[src/rtl/memory.sv]
// Memory-access pipeline stage: issues req/ack data-memory transactions for loads
// and stores and registers results into the MEM/WB boundary.
module memory #(
    parameter int unsigned ADDR_SIZE      = 5,
    parameter int unsigned WORD_SIZE      = 32,
    parameter int unsigned DMEM_ADDR_SIZE = 8
) (
    input  logic                      clk_i,
    input  logic                      rst_i,
    input  logic                      valid_i,
    output logic                      ready_o,
    input  logic [WORD_SIZE-1:0]      alu_data_i,
    input  logic [WORD_SIZE-1:0]      store_data_i,
    input  logic                      mem_read_i,
    input  logic                      mem_write_i,
    input  logic [ADDR_SIZE-1:0]      rd_addr_i,
    input  logic                      rd_write_i,
    output logic                      dmem_req_o,
    output logic                      dmem_we_o,
    output logic [DMEM_ADDR_SIZE-1:0] dmem_addr_o,
    output logic [WORD_SIZE-1:0]      dmem_wdata_o,
    input  logic                      dmem_ack_i,
    input  logic [WORD_SIZE-1:0]      dmem_rdata_i,
    output logic                      valid_o,
    output logic [WORD_SIZE-1:0]      alu_data_o,
    output logic [WORD_SIZE-1:0]      mem_data_o,
    output logic                      rd_data_sel_o,
    output logic [ADDR_SIZE-1:0]      rd_addr_o,
    output logic                      rd_write_o
);

    typedef enum logic {
        IDLE   = 1'b0,
        ACCESS = 1'b1
    } state_e;

    state_e                    state_q, state_d;
    logic                      ready_q, ready_d;
    logic                      req_q, req_d;
    logic                      we_q, we_d;
    logic [DMEM_ADDR_SIZE-1:0] addr_q, addr_d;
    logic [WORD_SIZE-1:0]      wdata_q, wdata_d;

    // Fields of the in-flight memory op, released to MEM/WB on ack.
    logic [WORD_SIZE-1:0]      pend_alu_q, pend_alu_d;
    logic [ADDR_SIZE-1:0]      pend_rd_addr_q, pend_rd_addr_d;
    logic                      pend_rd_write_q, pend_rd_write_d;
    logic                      pend_load_q, pend_load_d;

    logic                      valid_q, valid_d;
    logic [WORD_SIZE-1:0]      alu_data_q, alu_data_d;
    logic [WORD_SIZE-1:0]      mem_data_q, mem_data_d;
    logic                      sel_q, sel_d;
    logic [ADDR_SIZE-1:0]      rd_addr_q, rd_addr_d;
    logic                      rd_write_q, rd_write_d;

    logic                      accept;

    // Next-state and output computation.
    always_comb begin
        state_d         = state_q;
        ready_d         = ready_q;
        req_d           = req_q;
        we_d            = we_q;
        addr_d          = addr_q;
        wdata_d         = wdata_q;
        pend_alu_d      = pend_alu_q;
        pend_rd_addr_d  = pend_rd_addr_q;
        pend_rd_write_d = pend_rd_write_q;
        pend_load_d     = pend_load_q;
        valid_d         = 1'b0;
        alu_data_d      = alu_data_q;
        mem_data_d      = mem_data_q;
        sel_d           = sel_q;
        rd_addr_d       = rd_addr_q;
        rd_write_d      = 1'b0;
        accept          = valid_i & ready_q;

        case (state_q)
            IDLE: begin
                if (accept) begin
                    if (mem_read_i | mem_write_i) begin
                        state_d         = ACCESS;
                        ready_d         = 1'b0;
                        req_d           = 1'b1;
                        we_d            = mem_write_i;
                        addr_d          = alu_data_i[DMEM_ADDR_SIZE-1:0];
                        wdata_d         = store_data_i;
                        pend_alu_d      = alu_data_i;
                        pend_rd_addr_d  = rd_addr_i;
                        pend_rd_write_d = rd_write_i;
                        // A simultaneous read+write is resolved as a store.
                        pend_load_d     = mem_read_i & ~mem_write_i;
                    end else begin
                        valid_d    = 1'b1;
                        alu_data_d = alu_data_i;
                        rd_addr_d  = rd_addr_i;
                        rd_write_d = rd_write_i;
                        sel_d      = 1'b0;
                    end
                end
            end
            ACCESS: begin
                if (dmem_ack_i) begin
                    state_d    = IDLE;
                    ready_d    = 1'b1;
                    req_d      = 1'b0;
                    valid_d    = 1'b1;
                    alu_data_d = pend_alu_q;
                    rd_addr_d  = pend_rd_addr_q;
                    rd_write_d = pend_rd_write_q;
                    sel_d      = pend_load_q;
                    if (pend_load_q) begin
                        mem_data_d = dmem_rdata_i;
                    end
                end
            end
            default: begin
                state_d = IDLE;
                ready_d = 1'b1;
                req_d   = 1'b0;
            end
        endcase
    end

    // State and output registers.
    always_ff @(posedge clk_i) begin
        if (rst_i) begin
            state_q         <= IDLE;
            ready_q         <= 1'b1;
            req_q           <= 1'b0;
            we_q            <= 1'b0;
            addr_q          <= '0;
            wdata_q         <= '0;
            pend_alu_q      <= '0;
            pend_rd_addr_q  <= '0;
            pend_rd_write_q <= 1'b0;
            pend_load_q     <= 1'b0;
            valid_q         <= 1'b0;
            alu_data_q      <= '0;
            mem_data_q      <= '0;
            sel_q           <= 1'b0;
            rd_addr_q       <= '0;
            rd_write_q      <= 1'b0;
        end else begin
            state_q         <= state_d;
            ready_q         <= ready_d;
            req_q           <= req_d;
            we_q            <= we_d;
            addr_q          <= addr_d;
            wdata_q         <= wdata_d;
            pend_alu_q      <= pend_alu_d;
            pend_rd_addr_q  <= pend_rd_addr_d;
            pend_rd_write_q <= pend_rd_write_d;
            pend_load_q     <= pend_load_d;
            valid_q         <= valid_d;
            alu_data_q      <= alu_data_d;
            mem_data_q      <= mem_data_d;
            sel_q           <= sel_d;
            rd_addr_q       <= rd_addr_d;
            rd_write_q      <= rd_write_d;
        end
    end

    assign ready_o       = ready_q;
    assign dmem_req_o    = req_q;
    assign dmem_we_o     = we_q;
    assign dmem_addr_o   = addr_q;
    assign dmem_wdata_o  = wdata_q;
    assign valid_o       = valid_q;
    assign alu_data_o    = alu_data_q;
    assign mem_data_o    = mem_data_q;
    assign rd_data_sel_o = sel_q;
    assign rd_addr_o     = rd_addr_q;
    assign rd_write_o    = rd_write_q;

endmodule

[config.mk]
export PLATFORM = sky130hd
export DESIGN_NAME = memory
export DESIGN_NICKNAME = d
export VERILOG_FILES = /design/src/rtl/memory.sv
export SDC_FILE = /design/constraint.sdc
export NUM_CORES = 1
export LEC_CHECK = 0
export BUFFER_PORTS_ARGS = -buffer_cell sky130_fd_sc_hd__buf_2
export CAP_MARGIN = 20
export CORE_MARGIN = 8
export CORE_UTILIZATION = 45
export CTS_BUF_LIST = sky130_fd_sc_hd__clkbuf_8
export DETAILED_ROUTE_END_ITERATION = 7
export PLACE_DENSITY = 0.75
export SKIP_LAST_GASP = 1
export SYNTH_ARGS = -nofsm -noshare
export SYNTH_HDL_FRONTEND = slang
export SYNTH_SLANG_ARGS = --single-unit
[constraint.sdc]
create_clock -name clk_i -period 1.3 [get_ports clk_i]
set_input_delay 0.13 -clock clk_i [delete_from_list [all_inputs] [get_ports clk_i]]
set_output_delay 0.13 -clock clk_i [all_outputs]
set_load 0.01 [all_outputs]
Word-level counts from Yosys, hierarchy flattened:

Index checks and enable logic that the tools add are counted.
W data, S select, Z words.

* register bits: 155
* input port bits: 108
* output and inout bits: 115
* logic and storage cells: 61

* equal/unequal tests: 4
* mux-type cells: 32
* bitwise gates (word level): 5
* reduce and logical (&&, ||, !) cells: 4

Operator list (number)
* $mux W32: 3
* $pmux W32 S2: 1
* $mux W1: 18
* $mux W5: 3
* $pmux W1 S2: 6
* $reduce_and A3 Y1: 4
* $pmux W5 S2: 1
* $ne A2 B2 Y1 const B: 4
* $and A1 B1 Y1: 2
* $not A1 Y1: 2
* $or A1 B1 Y1: 1

Logic depth before layout (Yosys ltp):

Gate-level depths: netlist of the first run.

* word-level depth: 4
* depth in mapped cells: 5
* gate-level depth less buffers: 3

Worst setup path before layout of the first run:

No wires, ideal clock.

* kind: register -> register
* from: register ready_q, in the netlist ready_o
* to: register alu_data_q[23], in the netlist alu_data_o[23]
* setup time: 0.119 ns
* data arrival time: 1.259 ns
* required time: 1.181 ns
* slack: -0.078 ns
* cell stages (with the launch flop): 6
* path buffers: 2
* period minus slack after synthesis: 1.378 ns
* path through: dfxtp_1 and3b_1 nand2_1 buf_2 buf_2 o221a_2

* cells in the longest elaborated chain, start to end: 3

Ends and longest elaborated chain
* from (decl): RTL line 38 `logic ready_q, ready_d;`
* from (signal assigned): RTL line 147 `ready_q <= ready_d;`
* $and A1 B1 Y1: RTL line 77 `accept = valid_i & ready_q;`
* $ne A2 B2 Y1 (no source line)
* $reduce_and A3 Y1 (no source line)
* to (signal assigned): RTL line 157 `alu_data_q <= alu_data_d;`
* to (decl): RTL line 51 `logic [WORD_SIZE-1:0] alu_data_q, alu_data_d;`

No other way between the ends.
A chain may end at the register's enable or synchronous reset.

Worst setup path after layout of the first run:

* from: register state_q
* to: register ready_q, in the netlist ready_o

* cells in the longest elaborated chain, start to end: 3
* elaborated cells between the ends (all ways): 6
* classes of those cells: eq/ne (3); mux (1); bitwise (1); reduce/logical (1)

Ends and longest elaborated chain
* from (decl): RTL line 37 `state_e state_q, state_d;`
* from (signal assigned): RTL line 146 `state_q <= state_d;`
* $not A1 Y1 (no source line)
* $ne A2 B2 Y1 (no source line)
* $reduce_and A3 Y1 (no source line)

Parallel ways exist; a longest one is shown, timed or not.

==> impl_metrics.json, run 1 <==
{
  "syn_inst": 662,
  "drv_slew": 0,
  "hp-class": "in -> reg",
  "dr.pass1.iters": 6,
  "tightest_slew_ns": 0.305,
  "grt_max_degree": 72,
  "cts-buffers-inserted": 17,
  "post-dp-hpwl_um": 11300,
  "fin_skew_ns": 0.0116,
  "status": "complete, no violations",
  "holdWs_ns": 0.0875,
  "cts_tree": "done",
  "port-buffer-count": 222,
  "p_leak_uw": 0.00377,
  "finalPower_uw": 10600,
  "drtIter0Drc": 523,
  "setup_violations": 0,
  "min_period_over_period": 1.00,
  "hold_viol_final": 0,
  "core_sq_mm": 0.0124,
  "routed_wl_um": 20100,
  "yosys.cell_types.count": 28,
  "die_h_um": 128,
  "cp-startpoint": "state_q",
  "startpoint_type": "flip-flop",
  "design_area_sq_mm": 0.00873,
  "yosysWarnings": 0,
  "syn-num-nets": 770,
  "start_util": 0.455,
  "grt_pass1_wl_um": 30400,
  "crit-reg2reg-launch": "state_q",
  "antenna_found_initial": 1,
  "syn_area_sq_mm": 0.00565,
  "critical_path_class": "reg -> reg",
  "synth_edf_count": 0,
  "cts-root-buf": "clkbuf_8",
  "num-fill-cells": 956,
  "synth.area.top_cells": "dfxtp_1 52%, a21oi_1 13%, o221a_2 7.2%, nand3_1 6.2%, o21ai_0 6.1%",
  "synth_top_area_frac": 0.521,
  "wl_per_cell_um": 17.4,
  "num-nets-final": 1081,
  "die-area_sq_mm": 0.0164,
  "crit_end": "ready_o",
  "vias": 6201,
  "worstPathMaxFanout": 7,
  "drcViolationCount": 0,
  "syn_to_final_growth_pct": 54.7,
  "ys_seq_area_frac": 0.521,
  "grt_pass1_vias": 5923,
  "worstPathArrival_ns": 1.61,
  "insertion_delay_ns": 0.43,
  "overflow": 0,
  "ant_nets": 0,
  "yosysTopAreaCell": "dfxtp_1",
  "reg2reg_slack_ns": 0.0001,
  "ir_drop_mv": 0.751,
  "clkSlewWorstSetupHoldPaths_ns": 0.08,
  "place_area_sq_mm": 0.00707,
  "finalCriticalPeriod_ns": 1.30,
  "htree_num_levels": 4,
  "gp_congestion": 0.744,
  "grt.total_usage": 0.229,
  "vias_per_cell": 5.35,
  "clock_sinks": 147,
  "die_w_um": 128,
  "rows": 41,
  "crit_required_ns": 1.61,
  "cp-end-kind": "flip-flop",
  "timing.fmax_ghz": 0.769,
  "drive_above_1_share": 0.352,
  "rsz0062_at_grt": "yes",
  "r2r_end": "ready_o",
  "drv_cap": 0,
  "ff2ff_path_depth": 4,
  "power_density_mw_per_mm2": 1210,
  "synth-seq-cells": 147,
  "timing.slew.headroom": 0.796,
  "async_reset_ff_frac": 0,
  "io_pins": 223,
  "synth_flop_cell": "dfxtp_1",
  "avgSynthCellArea_sq_um": 8.53,
  "clock_path_buffers": 2
}
[layer usage]
layer / part of all wire / track usage
met5: 0 / 0
met4: 0.026 / 0.0902
met3: 0.10 / 0.0915
met2: 0.48 / 0.373
met1: 0.39 / 0.264
[cell families after synthesis]
family                 Yosys count  synth area share
AOI/OAI and AO/OA              256             0.272
buffers and inverters          110            0.0860
DFF                            147             0.521
muxes                            1           0.00177
and+or+nand+nor                148             0.119
[worst min path at each step]
stage               cells after the start        startpoint  slack, ns              to
detailed placement                      3  dmem_rdata_i[18]       0.38  mem_data_o[18]
global route                            4       mem_write_i       0.06       dmem_we_o
global placement                        3  dmem_rdata_i[23]       0.37  mem_data_o[23]
CTS                                     2             rst_i       0.05  pend_alu_q[27]
floorplan                               1       mem_write_i       0.23     pend_load_q
finish                                  2             rst_i       0.09  pend_alu_q[22]
[cell type report]
class | instances | area, sq um | area share
Timing Repair Buffer | 364 | 2710 | 0.311
Clock inverter | 11 | 134 | 0.0153
Clock buffer | 21 | 289 | 0.0331
Multi-Input combinational cell | 405 | 2290 | 0.262
Sequential cell | 147 | 2950 | 0.338
Antenna cell | 1 | 2.50 | 0.000287
Inverter | 38 | 143 | 0.0163
Tap cell | 172 | 215 | 0.0246
[critical path, cell delays in order, from the launching register on]
cell and delay (ns):
dfxtp_2 0.33, and3b_2 0.33, buf_12 0.17, nand2_1 0.07
a211o_1 0.29
[repair_timing]
action                     in CTS  in global routing
hold endpoints to repair      142                  0
resized for setup               0                 27
setup endpoints to repair       0                 70
hold buffers                  104                  0
setup buffers                   0                  1
[registers in the layout, summed over array words and instances, names as in the netlist, 5 cells and up]
signal / cells
alu_data_o: 32
dmem_addr_o: 7
dmem_wdata_o: 32
mem_data_o: 32
pend_alu_q: 25
pend_rd_addr_q: 5
rd_addr_o: 5
[placed cells by master, fill, tap and decap left out, types with 4 or more instances in the layout]
| master | n |
|---|---|
| clkbuf_8 | 21 |
| dfxtp_1 | 145 |
| buf_12 | 16 |
| clkinv_2 | 4 |
| nand3_1 | 69 |
| dlygate4sd3_1 | 104 |
| inv_1 | 40 |
| a21oi_1 | 133 |
| nand2_1 | 67 |
| buf_2 | 221 |
| o21ai_1 | 8 |
| clkbuf_16 | 4 |
| o21ai_0 | 62 |
| a21oi_2 | 11 |
| buf_4 | 18 |
| o221a_2 | 36 |
[power breakdown]
group          leakage, uW  internal (uW)  total [uW]  switching (uW)
clock             0.000224           2080        3760            1670
sequential         0.00120           4770        4910             138
combinational      0.00235            953        1910             955
total              0.00377           7810       10600            2770
[Yosys cell counts (3+ instances only)]
cell / instances
nand2b_1: 3
o221a_2: 36
nand3_1: 70
inv_1: 38
buf_4: 8
buf_1: 5
o21ai_0: 69
nand2_1: 68
buf_2: 16
clkbuf_1: 40
buf_6: 3
dfxtp_1: 147
a21oi_1: 144
[per-stage QoR]
stage / setup TNS [ns] / util / std cells / setup slack (ns)
4_1_cts: 0 / 0.687 / 1152 / 0.000419
3_5_place_dp: 0 / 0.570 / 1016 / 0.0275
6_report: 0 / 0.703 / 1159 / 0.000111
2_1_floorplan: 0 / - / 662 / 0.00456
3_3_place_gp: 0 / 0.570 / 1016 / 0.0520
5_1_grt: -1.58 / 0.703 / 1159 / -0.0609
(Power assumes the default switching activity.)
==> inputs of run 2 (changes only) <==
Settings changed: CELL_PAD_IN_SITES_DETAIL_PLACEMENT set to 1, CELL_PAD_IN_SITES_GLOBAL_PLACEMENT set to 1, CORE_UTILIZATION 45 to 32, PLACE_DENSITY 0.75 to 0.74.
==> impl_metrics.json, run 2 (synthesized netlist as in run 1, its figures left out) <==
{
  "vias_per_cell": 5.07,
  "clock_path_buffers": 2,
  "drv_cap": 0,
  "place_area_sq_mm": 0.00714,
  "gp_congestion": 0.721,
  "final_cell_mix": "221 x buf_2, 146 x dfxtp_1, 134 x a21oi_1, 102 x dlygate4sd3_1, 70 x nand3_1",
  "whs_path_depth": 3,
  "utilization": 0.502,
  "combPwrFrac": 0.182,
  "dr.pass1.iters": 4,
  "p_switching_uw": 2890,
  "design_area_sq_mm": 0.00868,
  "internal_power_uw": 7290,
  "clkSlewWorstSetupHoldPaths_ns": 0.08,
  "htree_num_levels": 4,
  "rsz0062_at_grt": "yes",
  "die-area_sq_mm": 0.0222,
  "port-buffer-count": 222,
  "grt_pass1_vias": 6733,
  "cp-end-kind": "flip-flop",
  "ant_nets": 0,
  "grt.total_usage": 0.207,
  "worstPathArrival_ns": 1.63,
  "holdWs_ns": 0.0250,
  "drcViolationCount": 0,
  "die_h_um": 149,
  "status": "complete, no violations",
  "post-dp-hpwl_um": 14400,
  "antenna_found_initial": 5,
  "io_pins": 223,
  "drv_slew": 0,
  "fin_skew_ns": 0.0148,
  "timing.fmax_ghz": 0.778,
  "wl_per_cell_um": 19.4,
  "crit_required_ns": 1.64,
  "power_density_mw_per_mm2": 1170,
  "worstPathMaxFanout": 26,
  "routed_wl_um": 23600,
  "ir_drop_mv": 0.767,
  "cts-root-buf": "clkbuf_8",
  "start_util": 0.326,
  "min_period_over_period": 0.989,
  "critical_path_class": "reg -> reg",
  "p_leak_uw": 0.00371,
  "drtIter0Drc": 280,
  "p_sw_frac": 0.284,
  "tns_ns": 0,
  "timing.slew.headroom": 0.783,
  "clock_sinks": 147,
  "syn_to_final_growth_pct": 53.7,
  "grt_pass1_wl_um": 36800,
  "cts_tree": "done",
  "insertion_delay_ns": 0.45,
  "cts-buffers-inserted": 17,
  "tightest_slew_ns": 0.326,
  "clkPwrFrac": 0.336,
  "crit-reg2reg-launch": "state_q",
  "hold_viol_final": 0,
  "vias": 6166,
  "setup_violations": 0,
  "overflow": 0,
  "final_common_cell": "buf_2",
  "cp-startpoint": "state_q",
  "num-nets-final": 1082,
  "rows": 48,
  "grt_max_degree": 34,
  "core_sq_mm": 0.0173,
  "ff2ff_path_depth": 4,
  "hp-class": "in -> reg",
  "min_from": "mem_write_i",
  "die_w_um": 149,
  "startpoint_type": "flip-flop",
  "drive_above_1_share": 0.352,
  "p_seq_frac": 0.483,
  "finalCriticalPeriod_ns": 1.29
}
[run 2: cell types whose count changed in the layout (fill, tap and decap cells not counted), moves of 4 or more]
cell     change
buf_6        +4
buf_4        +5
buf_12       -4
o21ai_0      +7
o21ai_1      -7
diode_2      +5
[run 2: cell type report]
| class | count | area [sq um] |
|---|---|---|
| inverter | 38 | 143 |
| multi-input combinational | 405 | 2280 |
| tap | 225 | 282 |
| sequential | 147 | 2950 |
| timing repair buffer | 365 | 2650 |
| clock buffer | 20 | 275 |
| antenna | 6 | 15.0 |
| clock inverter | 11 | 88.8 |
| fill | 2040 | 8620 |
[run 2: worst paths after layout]
check | end | slack [ns]
max | alu_data_o[3] | 0.01
min | pend_load_q | 0.03
min reg2reg | mem_data_o[3] | 0.45
max reg2reg | alu_data_o[3] | 0.01
[run 2: critical path, cell delays in order (launching register included)]
cell and delay [ns]:
dfxtp_1 0.32, and3b_2 0.32, nand2_4 0.09, buf_12 0.17, o221a_2 0.27
[run 2: routing by layer]
metal  wire length, um  up-vias  GRT usage
li1                  -     2938          -
met1              9860     2985      0.237
met2             11400      206      0.348
met3              1840       37     0.0746
met4               487        0     0.0782
met5                 0        -          0
[run 2: per-stage QoR]
stage | power [uW] | setup slack (ns) | instances
finish | 10200 | 0.0144 | 1217
global route | 10700 | -0.0880 | 1216
CTS | 10200 | -0.00599 | 1208
detailed placement | 6550 | 0.00653 | 1075
global placement | 6510 | 0.0326 | 1075
floorplan | 5800 | 0.00456 | 662
[run 2: power by group through the flow]
stage / registers (uW) / clock network (uW) / logic (uW)
after floorplan: 5080 / 0 / 725
after global placement: 5000 / 0 / 1510
after detailed placement: 5010 / 0 / 1540
after CTS: 4910 / 3490 / 1780
after global routing: 4940 / 3700 / 2010
final: 4910 / 3420 / 1850
[run 2: what timing repair did]
item	CTS	global route
setup buffers	0	1
pin swaps	0	1
endpoints found under the setup margin	1	109
gates resized for setup	0	21
hold endpoints to repair	140	0
gates cloned	0	2
hold buffers	102	0
==> inputs of run 3 (changes only) <==
Settings changed: MAX_ROUTING_LAYER set to met4.
==> impl_metrics.json, run 3 (synthesized netlist as in run 1, its figures left out) <==
{
  "num-nets-final": 1082,
  "rows": 48,
  "timing.fmax_ghz": 0.780,
  "core_sq_mm": 0.0173,
  "hold_viol_final": 0,
  "power_density_mw_per_mm2": 1170,
  "min_period_over_period": 0.986,
  "pre_cts_ws_ns": 0.00653,
  "cts_tree": "done",
  "startpoint_type": "flip-flop",
  "grt_use_met1": 0.242,
  "r2r_end": "alu_data_o[3]",
  "drtIter0Drc": 282,
  "htree_num_levels": 4,
  "grt_pass1_vias": 6740,
  "vias": 6195,
  "io_pins": 223,
  "clock_sinks": 147,
  "holdWs_ns": 0.0278,
  "grt_max_degree": 34,
  "die_h_um": 149,
  "utilization": 0.502,
  "cp-startpoint": "state_q",
  "p_switching_uw": 2870,
  "routed_wl_um": 23500,
  "fin_skew_ns": 0.0190,
  "finalPower_uw": 10200,
  "cts-root-buf": "clkbuf_8",
  "ant_nets": 0,
  "tightest_slew_ns": 0.335,
  "final.setup.worst_slack_ns": 0.0177,
  "grtUsageMet2": 0.346,
  "cts-buffers-inserted": 17,
  "clock_path_buffers": 2,
  "setup_violations": 0,
  "p_sw_frac": 0.283,
  "grt_pass1_wl_um": 36600,
  "rsz0062_at_grt": "yes",
  "combPwrFrac": 0.182,
  "crit_required_ns": 1.63,
  "overflow": 0,
  "reg2reg_slack_ns": 0.02,
  "critical_path_class": "reg -> reg",
  "drive_above_1_share": 0.353,
  "syn_to_final_growth_pct": 53.8,
  "tns_ns": 0,
  "gp_congestion": 0.727,
  "worstPathArrival_ns": 1.62,
  "vias_per_cell": 5.09,
  "p_seq_frac": 0.483,
  "cp-end-kind": "flip-flop",
  "clkSlewWorstSetupHoldPaths_ns": 0.08,
  "port-buffer-count": 222,
  "drv_cap": 0,
  "antenna_found_initial": 5,
  "final_cell_mix": "221 x buf_2, 146 x dfxtp_1, 133 x a21oi_1, 102 x dlygate4sd3_1, 70 x nand3_1",
  "final_common_cell": "buf_2",
  "internal_power_uw": 7290,
  "top_usage_layer": "met2",
  "crit_end": "alu_data_o[3]",
  "drv_slew": 0,
  "die_w_um": 149,
  "worstPathMaxFanout": 26,
  "p_leak_uw": 0.00371,
  "wl_per_cell_um": 19.3,
  "use_met3": 0.0683,
  "ir_drop_mv": 0.734,
  "hp-class": "in -> reg",
  "drcViolationCount": 0,
  "clkPwrFrac": 0.335,
  "dr.pass1.iters": 5,
  "crit-reg2reg-launch": "state_q",
  "finalCriticalPeriod_ns": 1.28,
  "timing.slew.headroom": 0.777,
  "post-dp-hpwl_um": 14400,
  "start_util": 0.326,
  "ff2ff_path_depth": 4,
  "grt.total_usage": 0.213,
  "insertion_delay_ns": 0.45,
  "status": "complete, no violations",
  "die-area_sq_mm": 0.0222
}
run 3: cell counts in the layout (fill, tap and decap cells not counted):
Identical to the previous run, type by type.
run 3: cell type report:
cell class | instances | area (sq um)
Fill cell | 2037 | 8610
Sequential cell | 147 | 2950
Timing Repair Buffer | 365 | 2650
Multi-Input combinational cell | 405 | 2290
Tap cell | 225 | 282
Clock buffer | 20 | 275
Inverter | 38 | 143
Clock inverter | 11 | 88.8
Antenna cell | 6 | 15.0
run 3: timing repair:
item | CTS | global route
endpoints found under the hold margin | 140 | 0
pin swaps | 0 | 1
endpoints found under the setup margin | 1 | 109
buffers inserted | 0 | 1
resized for setup | 0 | 22
hold buffers | 102 | 0
gates cloned | 0 | 2
run 3: how the worst min path moves through the flow:
stage,startpoint,endpoint,slack [ns],depth (start not counted)
after global placement,dmem_rdata_i[19],mem_data_o[19],0.37,3
after floorplan,mem_write_i,pend_load_q,0.23,1
after global routing,mem_write_i,pend_load_q,0.01,3
after detailed placement,dmem_rdata_i[3],mem_data_o[3],0.38,3
final,mem_write_i,pend_load_q,0.03,3
after CTS,mem_write_i,pend_load_q,0.003,3
run 3: critical path, cell delays in order (launching register included):
cell and delay (ns):
dfxtp_1 0.32, and3b_2 0.32, nand2_4 0.09, buf_12 0.17
o221a_2 0.27
run 3: per-stage QoR:
stage	cells	area, sq um
6_report	1217	8680
4_1_cts	1208	8530
5_1_grt	1216	8680
3_3_place_gp	1075	7140
2_1_floorplan	662	5660
3_5_place_dp	1075	7140
run 3: power by group through the flow:
stage               clock (uW)  sequential (uW)  combinational (uW)
floorplan                    0             5080                 725
global placement             0             5000                1510
global route              3700             4940                2010
CTS                       3490             4910                1780
finish                    3400             4910                1850
detailed placement           0             5010                1540
run 3: metal layers:
metal | wire (um) | vias to the layer above
met5 | 0 | -
met4 | 350 | 0
met3 | 1730 | 24
met2 | 11400 | 218
met1 | 10000 | 3014
li1 | - | 2939
